[src/rtl/i2s_pkg.sv]
// Shared types and sizing for the I2S receive master.
// Frame layout, FSM state encoding and derived widths live here.
package i2s_pkg;

   localparam int DATA_WIDTH = 24;
   localparam int CHNL_WIDTH = 32;
   localparam int FIFO_DEPTH = 8;

   localparam int LVL_WIDTH  = $clog2(FIFO_DEPTH) + 1;
   localparam int BCNT_WIDTH = $clog2(CHNL_WIDTH + 1);
   localparam int FRM_WIDTH  = 2 * DATA_WIDTH;

   typedef struct packed {
      logic [DATA_WIDTH-1:0] left;
      logic [DATA_WIDTH-1:0] right;
   } i2s_frame_t;

   typedef enum logic [1:0] {
      IDLE = 2'd0,
      RUN  = 2'd1,
      STOP = 2'd2
   } i2s_state_e;

endpackage

[src/rtl/i2s_rx_fifo.sv]
// First-word-fall-through frame FIFO; head_o is a register holding the head entry.
// A push while full is accepted only when a pop happens in the same cycle.
module i2s_rx_fifo
   import i2s_pkg::*;
(
   input  logic                 clk_i,
   input  logic                 rst_i,
   input  logic                 push_i,
   input  logic [FRM_WIDTH-1:0] push_data_i,
   input  logic                 pop_i,
   output logic [FRM_WIDTH-1:0] head_o,
   output logic                 empty_o,
   output logic [LVL_WIDTH-1:0] lvl_o
);

   localparam int AW = $clog2(FIFO_DEPTH);
   localparam logic [LVL_WIDTH-1:0] FULL_LVL = LVL_WIDTH'(FIFO_DEPTH);

   i2s_frame_t           mem_q [FIFO_DEPTH];
   i2s_frame_t           head_q, head_d;
   logic [AW-1:0]        wr_ptr_q, wr_ptr_d;
   logic [AW-1:0]        rd_ptr_q, rd_ptr_d;
   logic [LVL_WIDTH-1:0] cnt_q, cnt_d;
   logic                 full, do_pop, do_push;

   always_comb begin
      full     = (cnt_q == FULL_LVL);
      do_pop   = pop_i && (cnt_q != '0);
      do_push  = push_i && (!full || do_pop);
      wr_ptr_d = wr_ptr_q + AW'(do_push);
      rd_ptr_d = rd_ptr_q + AW'(do_pop);
      cnt_d    = cnt_q + LVL_WIDTH'(do_push) - LVL_WIDTH'(do_pop);
      head_d   = head_q;
      // The head register tracks the next entry; an emptied FIFO keeps the last frame shown.
      if (cnt_d != '0) begin
         if ((cnt_q - LVL_WIDTH'(do_pop)) == '0) begin
            head_d = push_data_i;
         end else begin
            head_d = mem_q[rd_ptr_d];
         end
      end
   end

   always_ff @(posedge clk_i) begin
      if (do_push) begin
         mem_q[wr_ptr_q] <= push_data_i;
      end
   end

   always_ff @(posedge clk_i) begin
      if (rst_i) begin
         wr_ptr_q <= '0;
         rd_ptr_q <= '0;
         cnt_q    <= '0;
         head_q   <= '0;
      end else begin
         wr_ptr_q <= wr_ptr_d;
         rd_ptr_q <= rd_ptr_d;
         cnt_q    <= cnt_d;
         head_q   <= head_d;
      end
   end

   assign head_o  = head_q;
   assign empty_o = (cnt_q == '0);
   assign lvl_o   = cnt_q;

endmodule

[src/rtl/i2s_rx_master.sv]
// I2S receive master: generates sck/ws, deserialises sd into {left,right} frames and queues them.
// Define I2S_RX_OVF_EN to add the sticky ovf_o flag and the saturating ovf_cnt_o drop counter.
module i2s_rx_master
   import i2s_pkg::*;
(
   input  logic                 clk_i,
   input  logic                 rst_i,
   input  logic                 en_i,
   input  logic [7:0]           div_i,
   output logic                 sck_o,
   output logic                 ws_o,
   input  logic                 sd_i,
   output logic [FRM_WIDTH-1:0] dat_o,
   output logic                 valid_o,
   input  logic                 ready_i,
   output logic [LVL_WIDTH-1:0] lvl_o
`ifdef I2S_RX_OVF_EN
   ,
   output logic                 ovf_o,
   output logic [15:0]          ovf_cnt_o
`endif
);

   localparam logic [BCNT_WIDTH-1:0] LAST_BIT = BCNT_WIDTH'(CHNL_WIDTH - 1);
   localparam logic [BCNT_WIDTH-1:0] DATA_LIM = BCNT_WIDTH'(DATA_WIDTH);

   i2s_state_e            state_q, state_d;
   logic [7:0]            div_q, div_d;
   logic [7:0]            hcnt_q, hcnt_d;
   logic                  sck_q, sck_d;
   logic                  ws_q, ws_d;
   logic [BCNT_WIDTH-1:0] bcnt_q, bcnt_d;
   logic [DATA_WIDTH-1:0] shift_q, shift_d;
   logic [DATA_WIDTH-1:0] left_q, left_d;
   logic                  fall;
   logic                  push;
   i2s_frame_t            push_frame;
   logic                  fifo_empty;
   logic                  pop;

   always_comb begin
      state_d    = state_q;
      div_d      = div_q;
      hcnt_d     = hcnt_q;
      sck_d      = sck_q;
      ws_d       = ws_q;
      bcnt_d     = bcnt_q;
      shift_d    = shift_q;
      left_d     = left_q;
      fall       = 1'b0;
      push       = 1'b0;
      unique case (state_q)
         IDLE: begin
            hcnt_d = '0;
            sck_d  = 1'b0;
            ws_d   = 1'b0;
            bcnt_d = '0;
            if (en_i) begin
               state_d = RUN;
               div_d   = div_i;
            end
         end
         RUN, STOP: begin
            if (state_q == RUN && !en_i) begin
               state_d = STOP;
            end
            if (hcnt_q == div_q) begin
               hcnt_d = '0;
               sck_d  = !sck_q;
               fall   = sck_q;
            end else begin
               hcnt_d = hcnt_q + 8'd1;
            end
            // sd_i is captured on the edge that drops sck; bits past DATA_WIDTH are ignored.
            if (fall) begin
               if (bcnt_q < DATA_LIM) begin
                  shift_d = {shift_q[DATA_WIDTH-2:0], sd_i};
               end
               if (bcnt_q == LAST_BIT) begin
                  bcnt_d = '0;
                  ws_d   = !ws_q;
                  if (ws_q) begin
                     push = 1'b1;
                     if (state_q == STOP) begin
                        state_d = IDLE;
                     end
                  end else begin
                     left_d = shift_d;
                  end
               end else begin
                  bcnt_d = bcnt_q + 1'b1;
               end
            end
         end
         default: state_d = IDLE;
      endcase
      push_frame.left  = left_q;
      push_frame.right = shift_d;
   end

   always_ff @(posedge clk_i) begin
      if (rst_i) begin
         state_q <= IDLE;
         div_q   <= '0;
         hcnt_q  <= '0;
         sck_q   <= 1'b0;
         ws_q    <= 1'b0;
         bcnt_q  <= '0;
         shift_q <= '0;
         left_q  <= '0;
      end else begin
         state_q <= state_d;
         div_q   <= div_d;
         hcnt_q  <= hcnt_d;
         sck_q   <= sck_d;
         ws_q    <= ws_d;
         bcnt_q  <= bcnt_d;
         shift_q <= shift_d;
         left_q  <= left_d;
      end
   end

   assign pop = valid_o && ready_i;

   i2s_rx_fifo u_fifo (
      .clk_i       (clk_i),
      .rst_i       (rst_i),
      .push_i      (push),
      .push_data_i (push_frame),
      .pop_i       (pop),
      .head_o      (dat_o),
      .empty_o     (fifo_empty),
      .lvl_o       (lvl_o)
   );

   assign sck_o   = sck_q;
   assign ws_o    = ws_q;
   assign valid_o = !fifo_empty;

`ifdef I2S_RX_OVF_EN
   logic        drop;
   logic        ovf_q, ovf_d;
   logic [15:0] ovf_cnt_q, ovf_cnt_d;

   // A push is lost only when the FIFO is full and nothing leaves in the same cycle.
   always_comb begin
      drop      = push && (lvl_o == LVL_WIDTH'(FIFO_DEPTH)) && !pop;
      ovf_d     = ovf_q | drop;
      ovf_cnt_d = ovf_cnt_q;
      if (drop && ovf_cnt_q != 16'hFFFF) begin
         ovf_cnt_d = ovf_cnt_q + 16'd1;
      end
   end

   always_ff @(posedge clk_i) begin
      if (rst_i) begin
         ovf_q     <= 1'b0;
         ovf_cnt_q <= '0;
      end else begin
         ovf_q     <= ovf_d;
         ovf_cnt_q <= ovf_cnt_d;
      end
   end

   assign ovf_o     = ovf_q;
   assign ovf_cnt_o = ovf_cnt_q;
`endif

endmodule

[config.mk]
export PLATFORM = sky130hd
export DESIGN_NAME = i2s_rx_master
export DESIGN_NICKNAME = d
export VERILOG_FILES = /design/src/rtl/i2s_pkg.sv /design/src/rtl/i2s_rx_fifo.sv /design/src/rtl/i2s_rx_master.sv
export SDC_FILE = /design/constraint.sdc
export NUM_CORES = 1
export LEC_CHECK = 0
export CORE_UTILIZATION = 45
export CTS_BUF_LIST = sky130_fd_sc_hd__clkbuf_4 sky130_fd_sc_hd__clkbuf_8
export CTS_CLUSTER_SIZE = 25
export DETAILED_ROUTE_END_ITERATION = 7
export PLACE_DENSITY = 0.66
export SYNTH_ARGS = -nofsm -noshare
export SYNTH_HDL_FRONTEND = slang
export SYNTH_SLANG_ARGS = --single-unit
[constraint.sdc]
create_clock -name clk_i -period 6.58 [get_ports clk_i]
set_input_delay 1.316 -clock clk_i [delete_from_list [all_inputs] [get_ports clk_i]]
set_output_delay 1.316 -clock clk_i [all_outputs]
set_load 0.01 [all_outputs]
==> flow_summary_export.csv <==
group,metric,value,unit
cts,clkTransAtPathRegs,0.06,ns
logic_synthesis,synth_area,21100,um^2
drt,detailroute.via_count,12700,
grt,grt_util_all_layers,0.203,
sta,finalSetupViolCount,0,
logic_synthesis,fraction_of_synthesis_flops_using_an_asynchronous_set_or_reset_pin,0,
die,rows,79,
logic_synthesis,synth_fp_nets,1454,
cts,clk_latency,0.66,ns
sta,grt_setup_unrepaired,"no",
sta,worst_skew,0.0364,ns
placed_design,input_output_buffers,67,
logic_synthesis,netlist_instances,1422,
finish,layout.cells.non_filler,2181,
sta,hold_violations,0,
sta,timing.final.ws_setup,1.57,ns
sta,timing.fmax,200,MHz
power,fin_total_pwr,9.28,mW
grt,global_route_wire_length_before_repair,73.5,mm
sta,slew_violations,0,
grt,largest_net_degree_at_the_start_of_global_routing,103,
cts,cts_made_buffers,84,
placed_design,gp_routability_congestion,0.788,
finish,diodes,0,
cts,post_cts_setup_buffer_count,0,
setup_path,critPathTopFamily,"simple AND/OR/NAND/NOR gates",
cts,quantity_of_hold_fixing_buffers_added_after_cts,0,
sta,worst_slew_margin_rel,0.187,
cts,clk_buf_depth,3,
cts,cts.root.buffer_cell,"clkbuf_8",
run,cap_viol_max_count,0,
drt,route.detailed.drc,0,
setup_path,timing.critical_path.mode_cell,"nor3_1",
min_path,worstHoldPathType,"reg2reg",
drt,routed_via_density,5.81,
logic_synthesis,yosys_most_used_dff,"edfxtp_1",
setup_path,worstPathRequired,7.16,ns
sta,fin_hold_ws,0.461,ns
die,fp.dieW,219,um
grt,grt_antenna_before_repair,0,
logic_synthesis,synth-seq-cells,516,
grt,grt-ovfl-total,0,
die,die-area,47800,um^2
logic_synthesis,synth_warnings,0,
setup_path,critical_path_arrival,5.59,ns
grt,first_global_vias,12400,
cts,cts_sinks,516,
sta,timing.setup.tns,0,ns
finish,area_growth,15.2,%
min_path,holdPathStages,1,
sta,fin_crit_sh,0.761,
finish,drive_above_1_share,0.210,
setup_path,critical_path.n_buffers_inverters,2,
die,coreArea,46500,um^2
logic_synthesis,syn_avg_cell_area,14.9,um^2
power,power_leakage,8.52,nW
cts,cts_max_level,3,
die,initial_utilization,0.455,
outcome,status,"finished clean",
setup_path,worst_path_largest_cell_delay,1.02,ns
finish,layout.nets,1534,
die,io-pin-count,68,
placed_design,dp.final_hpwl,25.6,mm
logic_synthesis,number_of_flops_mapped_to_enable_cells_by_yosys,384,
placed_design,dp_cells,2023,
placed_design,pre_cts_slack,1.35,ns
setup_path,crit_type,"reg2reg",
finish,fillCellCount,3800,
drt,first_pass_iteration_count_of_the_detailed_router,6,
sta,timing.final.crit_period,5.01,ns
power,power_dens_cells,381,nW/um^2
setup_path,critical_path.cell_chain,"xnor2_1, nand4_1, buf_4, nor3_1, nand2_1, nor3_1, ha_1, inv_1, fa_1, nor2b_1, nand3_1, mux2i_1, and2_2, a22o_1",
cts,ctsResizeCount,0,
setup_path,crit_path_max_fanout,48,
logic_synthesis,synth_sequential_area_ratio,0.671,
setup_path,timing.critical_path.to_type,"flop",
cts,tritoncts,"built",
setup_path,levels_on_crit_path,14,
drt,route.final.wire_length,47.9,mm
drt,initialDrtViolationCount,1215,
die,floorplan.die.height,219,um
drt,route.detailed.wl_per_inst,21.9,um
sta,timing_worst_slew_pin_value,1.22,ns
setup_path,reg2regPathDepth,14,
logic_synthesis,yosys.cell_types.count,51,
setup_path,slowest_stage,"and2_2",
power,vdd_drop_max,0.212,mV
setup_path,start_kind,"flop",
drt,final_antenna_net_count,0,
## routing by layer
layer	up-vias	track usage	part of all wire
met5	-	0	0
met4	0	0.0674	0.022
met3	90	0.0391	0.065
met2	440	0.319	0.47
met1	6413	0.285	0.44
li1	5729	-	-
## per-stage QoR
step                       util  cell area (um^2)
after floorplan               -             21100
after CTS                 0.524             24300
final                     0.524             24300
after global routing      0.524             24300
after detailed placement  0.485             22500
after global placement    0.485             22500
## state kept, by name (all words and copies together) (netlist names)
signal / count
bcnt_q: 6
div_q: 8
hcnt_q: 8
left_q: 24
sck_o: 1
shift_q: 24
state_q: 2
u_fifo.head_o: 48
u_fifo.lvl_o: 4
u_fifo.mem_q: 384
u_fifo.rd_ptr_q: 3
u_fifo.wr_ptr_q: 3
ws_o: 1
## worst reg2reg max path, stage by stage (launching register included)
cell and delay (ns):
dfxtp_1 0.42, xnor2_1 0.16, nand4_1 0.12, buf_4 0.28, nor3_1 0.47, nand2_1 0.42
nor3_1 0.39, ha_1 0.24, inv_1 0.06, fa_1 0.52, nor2b_1 0.18, nand3_1 0.09
mux2i_1 0.26, and2_2 1.02, a22o_1 0.30
## synth_stat cells, types with 2 or more instances
cell / count / share of area
edfxtp_1: 384 / 0.55
nand2_1: 150 / 0.027
dfxtp_1: 132 / 0.13
mux4_2: 96 / 0.10
nand3_1: 90 / 0.021
clkbuf_1: 76 / 0.014
a21oi_1: 68 / 0.016
nor2b_1: 35 / 0.010
o21ai_0: 31 / 0.0073
a31oi_1: 27 / 0.0080
nor4_1: 27 / 0.0080
mux2_2: 24 / 0.013
o2bb2ai_1: 24 / 0.010
mux2i_1: 23 / 0.011
a22o_1: 22 / 0.0091
a22oi_1: 22 / 0.0078
nor2_1: 20 / 0.0036
buf_1: 18 / 0.0032
ha_1: 18 / 0.011
o31ai_1: 17 / 0.0060
inv_1: 16 / 0.0028
xnor2_1: 16 / 0.0066
nand4_1: 12 / 0.0036
nor3_1: 12 / 0.0028
buf_2: 9 / 0.0021
o31ai_2: 6 / 0.0036
xor2_1: 5 / 0.0021
and2_1: 3 / 0.00089
and3_1: 3 / 0.00089
or4_1: 3 / 0.0011
a32o_1: 2 / 0.00095
a41oi_1: 2 / 0.00083
and4_1: 2 / 0.00083
nand2b_1: 2 / 0.00059
nand3b_1: 2 / 0.00071
nand4b_1: 2 / 0.00083
o2111ai_1: 2 / 0.00083
o21ba_2: 2 / 0.00095
o31ai_4: 2 / 0.0020
or2_2: 2 / 0.00059
or3_1: 2 / 0.00059
or3b_1: 2 / 0.00083
## final cells by class
class	instances	area, um^2	share of cell area
clock inverter	26	208	0.00853
clock buffer	132	1590	0.0651
tap	607	759	0.0312
multi-input combinational	786	6620	0.272
timing repair buffer	98	926	0.0380
inverter	16	60.1	0.00247
sequential	516	14200	0.582
## cells in the final DEF, fill, tap and decap left out, types with 3 or more instances in the layout
cell type          n
nor2_1            19
mux2_2            24
buf_4             30
nor4_1            26
nor3_1             5
o31ai_2            6
o21ai_0           31
clkbuf_4          37
or4_1              3
clkdlybuf4s50_1   66
clkinvlp_4         4
dfxtp_1          132
a22oi_1           22
clkinv_2           9
a22o_1            22
clkinv_1           9
nand4_1           12
mux2i_1           23
nor3_2             7
inv_1             16
clkbuf_8          95
edfxtp_1         384
ha_1              16
nand3_1           90
o31ai_1           17
and3_1             3
bufinv_16          3
mux4_2            96
a31oi_1           27
o2bb2ai_1         24
xor2_1             3
xnor2_1           15
a21oi_1           67
nor2b_1           35
nand2_1          150
## worst paths after layout
check | from | to | slack (ns)
worst max-delay path | hcnt_q[0] | u_fifo.head_o[6] | 1.57
worst min-delay path | u_fifo.head_o[38] | u_fifo.head_o[38] | 0.46
worst max register to register | hcnt_q[0] | u_fifo.head_o[6] | 1.57
worst min register to register | u_fifo.head_o[38] | u_fifo.head_o[38] | 0.46
## logic make-up after synthesis
group,share of synthesized area
and+or+nand+nor,0.0850
xor gates and xnor gates,0.00871
AOI/OAI and AO/OA,0.0756
buffers and inverters,0.0220
DFF,0.671
muxes,0.126
adders and majority gates,0.0116
## where the power goes
group	internal (mW)	switching (mW)	total, mW
Sequential	3.62	0.127	3.74
Combinational	1.20	1.42	2.62
Clock	1.65	1.26	2.91
Total	6.47	2.80	9.28
(Power assumes the default switching activity.)
